<file path="src/rtl/uart_tx_fifo.sv">
// uart_tx_fifo: 8N1 UART transmitter fed by a small valid/ready input FIFO.
// Bytes are sent LSB first. When more bytes are queued, frames follow each
// other with no idle gap.
//
// Ports:
//   i_clk         system clock, rising edge
//   i_rst_n       asynchronous active-low reset
//   i_data        byte to transmit
//   i_valid       i_data valid this cycle
//   o_ready       FIFO can accept a byte (combinational !full)
//   o_tx          UART line, idle high, registered
//   o_busy        frame in progress or FIFO non-empty, registered
//   o_fifo_count  bytes currently held in the FIFO
`timescale 1ns/1ps
module uart_tx_fifo #(
    parameter int CLKS_PER_BIT    = 1042,
    parameter int FIFO_DEPTH_LOG2 = 2,
    parameter int DATA_WIDTH      = 8
) (
    input  logic                       i_clk,
    input  logic                       i_rst_n,
    input  logic [DATA_WIDTH-1:0]      i_data,
    input  logic                       i_valid,
    output logic                       o_ready,
    output logic                       o_tx,
    output logic                       o_busy,
    output logic [FIFO_DEPTH_LOG2:0]   o_fifo_count
);
    localparam int DEPTH = 1 << FIFO_DEPTH_LOG2;
    localparam int BW    = (CLKS_PER_BIT > 1) ? $clog2(CLKS_PER_BIT) : 1;
    localparam int IW    = (DATA_WIDTH > 1) ? $clog2(DATA_WIDTH) : 1;
    localparam logic [BW-1:0]            BAUD_LAST = BW'(CLKS_PER_BIT - 1);
    localparam logic [IW-1:0]            IDX_LAST  = IW'(DATA_WIDTH - 1);
    localparam logic [FIFO_DEPTH_LOG2:0] FULL_CNT  = (FIFO_DEPTH_LOG2 + 1)'(DEPTH);

    typedef enum logic [1:0] {IDLE, START, DATA, STOP} state_t;

    logic [DATA_WIDTH-1:0]      mem [DEPTH];
    logic [FIFO_DEPTH_LOG2-1:0] wr_ptr, rd_ptr;
    logic [FIFO_DEPTH_LOG2:0]   count, count_n;
    state_t                     state, state_n;
    logic [BW-1:0]              baud, baud_n;
    logic [IW-1:0]              idx, idx_n;
    logic [DATA_WIDTH-1:0]      shift, shift_n;
    logic                       push, pop, bit_end, tx_n;

    assign o_ready      = (count != FULL_CNT);
    assign push         = i_valid & o_ready;
    assign bit_end      = (baud == BAUD_LAST);
    assign o_fifo_count = count;

    // FIFO storage: no reset needed, pointers/count define validity
    always_ff @(posedge i_clk) begin
        if (push) mem[wr_ptr] <= i_data;
    end

    always_comb begin
        count_n = count;
        case ({push, pop})
            2'b10:   count_n = count + 1'b1;
            2'b01:   count_n = count - 1'b1;
            default: count_n = count;
        endcase
    end

    always_ff @(posedge i_clk or negedge i_rst_n) begin
        if (!i_rst_n) begin
            wr_ptr <= '0;
            rd_ptr <= '0;
            count  <= '0;
        end else begin
            if (push) wr_ptr <= wr_ptr + 1'b1;
            if (pop)  rd_ptr <= rd_ptr + 1'b1;
            count <= count_n;
        end
    end

    // Next-state logic. A pop only happens on entry to START, either from
    // IDLE or straight out of the last stop-bit cycle.
    always_comb begin
        state_n = state;
        baud_n  = baud + 1'b1;
        idx_n   = idx;
        shift_n = shift;
        pop     = 1'b0;
        case (state)
            IDLE: begin
                baud_n = '0;
                if (count != '0) begin
                    pop     = 1'b1;
                    shift_n = mem[rd_ptr];
                    state_n = START;
                end
            end
            START: begin
                if (bit_end) begin
                    baud_n  = '0;
                    idx_n   = '0;
                    state_n = DATA;
                end
            end
            DATA: begin
                if (bit_end) begin
                    baud_n  = '0;
                    shift_n = shift >> 1;
                    if (idx == IDX_LAST) state_n = STOP;
                    else                 idx_n   = idx + 1'b1;
                end
            end
            STOP: begin
                if (bit_end) begin
                    baud_n = '0;
                    if (count != '0) begin
                        pop     = 1'b1;
                        shift_n = mem[rd_ptr];
                        state_n = START;
                    end else begin
                        state_n = IDLE;
                    end
                end
            end
            default: state_n = IDLE;
        endcase
    end

    // Line level is derived from the next state so o_tx can be a flop
    always_comb begin
        tx_n = 1'b1;
        case (state_n)
            START:   tx_n = 1'b0;
            DATA:    tx_n = shift_n[0];
            default: tx_n = 1'b1;
        endcase
    end

    always_ff @(posedge i_clk or negedge i_rst_n) begin
        if (!i_rst_n) begin
            state  <= IDLE;
            baud   <= '0;
            idx    <= '0;
            shift  <= '0;
            o_tx   <= 1'b1;
            o_busy <= 1'b0;
        end else begin
            state  <= state_n;
            baud   <= baud_n;
            idx    <= idx_n;
            shift  <= shift_n;
            o_tx   <= tx_n;
            o_busy <= (state_n != IDLE) || (count_n != '0);
        end
    end
endmodule

</file>
<file path="config.mk">
export PLATFORM = sky130hd
export DESIGN_NAME = uart_tx_fifo
export DESIGN_NICKNAME = d
export VERILOG_FILES = /design/src/rtl/uart_tx_fifo.sv
export SDC_FILE = /design/constraint.sdc
export NUM_CORES = 1
export LEC_CHECK = 0
export CAP_MARGIN = 20
export CORE_MARGIN = 1
export CORE_UTILIZATION = 59
export DETAILED_ROUTE_END_ITERATION = 10
export GPL_TIMING_DRIVEN = 0
export PLACE_DENSITY = 0.79
export SKIP_CTS_REPAIR_TIMING = 1
export SYNTH_ARGS = -nofsm -noshare
export SYNTH_HDL_FRONTEND = slang
export SYNTH_SLANG_ARGS = --single-unit
export TNS_END_PERCENT = 5
</file>
<file path="constraint.sdc">
create_clock -name i_clk -period 3.7 [get_ports i_clk]
set_input_delay 0.74 -clock i_clk [delete_from_list [all_inputs] [get_ports i_clk]]
set_output_delay 0.74 -clock i_clk [all_outputs]
set_load 0.05 [all_outputs]
</file>
# --- After elaboration in Yosys (flattened, before gate mapping) ---
# Memories as Yosys holds them, arrays and structs flattened.
# Index checks and enable logic that the tools add are counted.
word_totals:
  inputBits: 11
  elab_cells: 66
  ramBits: 32
  output_inout_bits: 6
  regBits: 33
  memories: 1
mem_list:
  columns: ["memory", "words", "word_bits", "read_ports", "rd_clocked_by_memory_dff", "write_ports", "line_no", "rtl"]
  rows:
  - ["mem", 4, 8, 1, 0, 1, "38", "logic [DATA_WIDTH-1:0] mem [DEPTH];"]
classes:
  eq_ne: 14
  n_bitwise: 1
  n_mux: 24
  n_addsub: 6
  reduce_logical: 10
ops:
  columns: ["cell", "count"]
  rows:
  - ["$mux 8", 3]
  - ["$pmux 8 s3", 1]
  - ["$pmux 11 s2", 1]
  - ["$pmux 3 s2", 2]
  - ["$add 11x1->11 const B", 1]
  - ["$eq 11x11->1 const B", 1]
  - ["$mux 11", 1]
  - ["$mux 2", 5]
  - ["$mux 3", 3]
  - ["$reduce_bool 3->1", 3]
  - ["$eq 2x2->1 const B", 4]
  - ["$ne 2x2->1 const B", 4]
  - ["$pmux 2 s4", 1]
  - ["$add 3x1->3 const B", 2]
  - ["$eq 2x1->1 const B", 3]
  - ["$mux 1", 5]
  - ["$add 2x1->2 const B", 2]
  - ["$pmux 1 s2", 2]
  - ["$reduce_and 4->1", 1]
  - ["$reduce_bool 2->1", 2]
  - ["$eq 3x3->1 const B", 1]
  - ["$ne 3x3->1 const B", 1]
  - ["$reduce_and 3->1", 1]
  - ["$reduce_or 3->1", 1]
  - ["4 further kinds", 4]

# --- Depth between registers and ports, before layout ---
depth:
  word_depth: 8
  depth_mapped: 14
  depth_no_buf: 13

# --- Least setup slack after synthesis ---
# Ideal clock, no wire load.
synth_timing:
  kind: "reg-to-reg"
  from: "register count[2], in the netlist o_fifo_count[2]"
  to: "register o_busy"
  setup_slack_ns: 0.717
  setup_time_ns: 0.129
  required_time_ns: 3.571
  path_buffers: 0
  path_stages_with_launch: 12
  period_less_slack_ns: 2.983
  t_arrival_ns: 2.854
  cell_sequence: "dfrtp_1 nand3_1 and2_1 inv_1 ha_1 inv_1 fa_1 xor2_1 nor2_1 xor2_1 nor3_1 nand3b_1"
synth_between:
  word_cells_on_any_way: 18
  cone_classes: "2 x add/sub; 3 x eq/ne; 8 x mux; 1 x bitwise; 4 x reduce/logical"
synth_lines:
  columns: ["element", "line_no", "rtl"]
  rows:
  - ["start: declaration", "40", "logic [FIFO_DEPTH_LOG2:0] count, count_n;"]
  - ["start signal: assignment", "74", "count <= count_n;"]
  - ["$ne 3x3->1 (*)", "47", "assign o_ready = (count != FULL_CNT);"]
  - ["via o_ready", "24", "output logic o_ready,"]
  - ["$and 1x1->1 (*)", "48", "assign push = i_valid & o_ready;"]
  - ["$eq 2x1->1 / $eq 2x2->1 (equally long branches)", "59", "case ({push, pop})"]
  - ["$pmux 3 s2 (*)", "59", null]
  - ["via count_n[2]", "40", null]
  - ["$reduce_bool 3->1 (*)", "150", "o_busy <= (state_n != IDLE) || (count_n != '0);"]
  - ["$logic_or 1x1->1 (*)", "150", null]
  - ["end signal: assignment", "150", null]
  - ["end: declaration", "26", "output logic o_busy,"]
# The timed path passes the listed nets; every way through them passes the cells marked *.
# A chain may end at the register's enable or synchronous reset.

# --- Worst setup path after layout ---
layout_timing:
  from: "register baud[2]"
  to: "register o_busy"
layout_between:
  elab_chain_len: 7
  word_cells_on_any_way: 13
  cone_classes: "3 x eq/ne; 7 x mux; 3 x reduce/logical"
layout_rtl:
  columns: ["element", "line_no", "rtl"]
  rows:
  - ["start: declaration", "42", "logic [BW-1:0] baud, baud_n;"]
  - ["start signal: assignment", "146", "baud <= baud_n;"]
  - ["$eq 11x11->1 (*)", "49", "assign bit_end = (baud == BAUD_LAST);"]
  - ["$mux 1 (*)", "111", "if (bit_end) begin"]
  - ["$pmux 1 s2 (*)", "86", "case (state)"]
  - ["via pop", "45", "logic push, pop, bit_end, tx_n;"]
  - ["$eq 2x1->1 / $eq 2x2->1 (equally long branches)", "59", null]
  - ["$pmux 3 s2 (*)", "59", null]
  - ["via count_n[2]", "40", null]
  - ["$reduce_bool 3->1 (*)", "150", null]
  - ["$logic_or 1x1->1 (*)", "150", null]
# Marked as above.

==> results.py <==
metrics = {
    "run_status": {
        "outcome": "finished clean",
    },
    "worst_setup_path": {
        "crit_family": "simple AND/OR/NAND/NOR gates",
        "criticalPathCategory": "flop to flop",
        "crit_path_frequent_cell": "xor2_1",
        "slowest_delay_ps": 460,
        "critPathSlowestCell": "dfrtp_1",
        "required_ps": 3920,
        "cp_cell_sequence": "nor4b_4 > a41o_1 > buf_2 > and3b_1 > ha_1 > inv_1 > fa_1 > xor2_1 > nor2_1 > xor2_1 > nor3_1 > nand3b_1",
        "arrival_ps": 3230,
        "start_kind": "flop",
        "critical_path_peak_fanout": 9,
        "cp_num_buf_inv": 2,
        "end_kind": "flop",
    },
    "run": {
        "drv_cap": 0,
    },
    "yosys": {
        "synth_area_mm2": 0.003089,
        "synth_warnings": 0,
        "synth_edf_count": 32,
        "avgSynthCellArea_um2": 12.46,
        "async_flop_share": 0.5077,
        "synth.net_count": 274,
        "ys_types": 42,
        "ys_ff_latch": 65,
        "yosys_most_used_dff": "edfxtp_1",
        "synthCells": 248,
        "yosysSeqAreaShare": 0.5788,
    },
    "routing": {
        "wl_per_cell_um": 16.45,
        "via_count": 1977,
        "drtIter0Drc": 105,
        "ant_nets": 0,
        "drc": 0,
        "viasPerCell": 5.697,
        "dr.pass1.iters": 4,
        "wl_um": 5707,
    },
    "power": {
        "power_density_mw_per_mm2": 540.5,
        "switchingPower_uw": 587.4,
        "sw_frac_of_total": 0.3085,
        "p_seq_frac": 0.482,
        "clock_power_share": 0.311,
        "peakVddDrop_mv": 0.5787,
        "power.total_mw": 1.904,
        "p_leak_nw": 1.468,
        "share_comb_of_total_power": 0.207,
        "p_int_mw": 1.317,
    },
    "sta": {
        "period_share": 0.8124,
        "setup-tns-final_ps": 0,
        "slew_viol_final": 0,
        "slew_headroom": 0.3175,
        "setup_viol": 0,
        "holdWs_ps": 457.5,
        "finClkSkew_ps": 6.372,
        "rsz0062_at_grt": "false",
        "worst_slack_ps": 694.1,
        "max_freq_mhz": 332.7,
        "finalHoldViolCount": 0,
        "finalCriticalPeriod_ps": 3006,
        "tightestPinTransition_ps": 1016,
    },
    "global_routing": {
        "grt_max_degree": 34,
        "grt_pass1_vias": 1976,
        "globalRoute.totalOverflow": 0,
        "grt_first_pass_wirelength_um": 9411,
        "grtUsageTotal": 0.2413,
        "grt_antenna_before_repair": 0,
    },
    "placement": {
        "portBuffers": 16,
        "dpl_worst_slack_ps": 764.3,
        "routabilityCongestion": 0.8225,
        "dpl.hpwl_um": 3803,
    },
    "clocking": {
        "htree_levels": 3,
        "clock_sinks": 65,
        "clk_pin_slew_ps": 70,
        "cts_tree": "yes",
        "cts-buffers-inserted": 9,
        "clk_latency_ps": 340,
        "clockBufferDepth": 2,
        "clock-root-buffer": "clkbuf_8",
    },
    "min_path": {
        "hold_path_class": "input port to asynchronous set/reset pin",
    },
    "finish": {
        "area_delta_synth_final_pct": 14.05,
        "postLayoutCoreUtil": 0.7221,
        "drive_above_1_share": 0.1214,
        "fin_nets": 301,
        "fillerInstances": 362,
        "antennaDiodeCount": 0,
    },
    "floorplan": {
        "die-area_mm2": 0.005529,
        "core-area_mm2": 0.004880,
        "start_util": 0.6331,
        "die_h_um": 74.36,
        "ios": 17,
        "fp.dieW_um": 74.36,
        "rows": 25,
    },
}
## path summary, 6_finish.rpt
path,startpoint,end,slack (ps),depth (start not counted)
worst max-delay path,baud[2],o_busy,690,12
worst min register to register,baud[0],baud[0],520,1
worst min-delay path,i_rst_n,wr_ptr[0],460,1
worst max register to register,baud[2],o_busy,690,12
max in group asynchronous,i_rst_n,idx[2],2770,1
min in group i_clk,baud[0],baud[0],520,1
## synthesized netlist by cell type, types with 2 or more instances
library cell / instances / area (µm²)
a21oi_1: 2 / 10.01
a22o_1: 3 / 26.28
a32oi_1: 6 / 52.55
and3_1: 7 / 43.79
buf_2: 4 / 20.02
clkbuf_1: 4 / 15.01
dfrtp_1: 32 / 800.8
edfxtp_1: 32 / 960.9
ha_1: 14 / 175.2
inv_1: 13 / 48.80
mux4_2: 8 / 180.2
nand2_1: 36 / 135.1
nand3_1: 8 / 40.04
nand4_1: 2 / 12.51
nor2_1: 19 / 71.32
nor3_1: 4 / 20.02
o21ai_0: 8 / 40.04
o31ai_1: 7 / 52.55
or2_2: 2 / 12.51
or3_1: 2 / 12.51
xnor2_1: 8 / 70.07
xor2_1: 7 / 61.31
## through the flow
stage	area, µm²	cells
6_report	3523	347
4_1_cts	3523	347
2_1_floorplan	3089	248
5_1_grt	3523	347
3_3_place_gp	3333	331
3_5_place_dp	3328	331
## registers in the layout, indices dropped and copies added (netlist names)
| signal | cells |
|---|---|
| mem | 32 |
| baud | 11 |
| shift | 8 |
| idx | 3 |
| o_fifo_count | 3 |
| rd_ptr | 2 |
| state | 2 |
| wr_ptr | 2 |
| o_busy | 1 |
| o_tx | 1 |
## layout make-up
cell class / count / area, µm² / share of cell area
Multi-Input combinational cell: 162 / 1217 / 0.3455
Clock inverter: 6 / 67.56 / 0.01918
Inverter: 13 / 48.80 / 0.01385
Sequential cell: 65 / 1788 / 0.5075
Clock buffer: 10 / 127.6 / 0.03622
Buffer: 8 / 35.03 / 0.009943
Timing Repair Buffer: 16 / 155.1 / 0.04403
Tap cell: 67 / 83.83 / 0.02379
## cell families after synthesis
| logic type | share of synthesized area |
|---|---|
| adders and majority gates | 0.06318 |
| AOI/OAI and AO/OA | 0.08951 |
| muxes | 0.06156 |
| buffers and inverters | 0.02714 |
| xor gates and xnor gates | 0.04253 |
| DFF | 0.5788 |
| and+or+nand+nor | 0.1373 |
## cells in the final DEF (no fill, tap or decap), types with 4 or more instances in the layout
cell,n
nand2_1,36
dfrtp_1,32
edfxtp_1,32
nor2_1,19
clkdlybuf4s50_1,15
ha_1,14
inv_1,13
clkbuf_8,9
nand3_1,8
xnor2_1,8
mux4_2,8
o21ai_0,8
and3_1,7
xor2_1,7
o31ai_1,7
a32oi_1,6
buf_2,5
clkbuf_1,5
nor3_1,4
## power groups by stage
stage | sequential, mW | combinational [mW] | clock [mW]
6_report | 0.917 | 0.395 | 0.592
5_1_grt | 0.928 | 0.437 | 0.628
4_1_cts | 0.918 | 0.398 | 0.601
3_5_place_dp | 0.932 | 0.396 | 0
3_3_place_gp | 0.922 | 0.380 | 0
2_1_floorplan | 0.972 | 0.213 | 0
## per-layer routing
layer  up-vias  global-route usage  share of wire
li1        953                   -              -
met1       955              0.2858           0.42
met2        59              0.4024           0.52
met3        10             0.08672          0.047
met4         0             0.09644          0.015
met5         -                   0              0
Power figures use the tool's default switching activity.
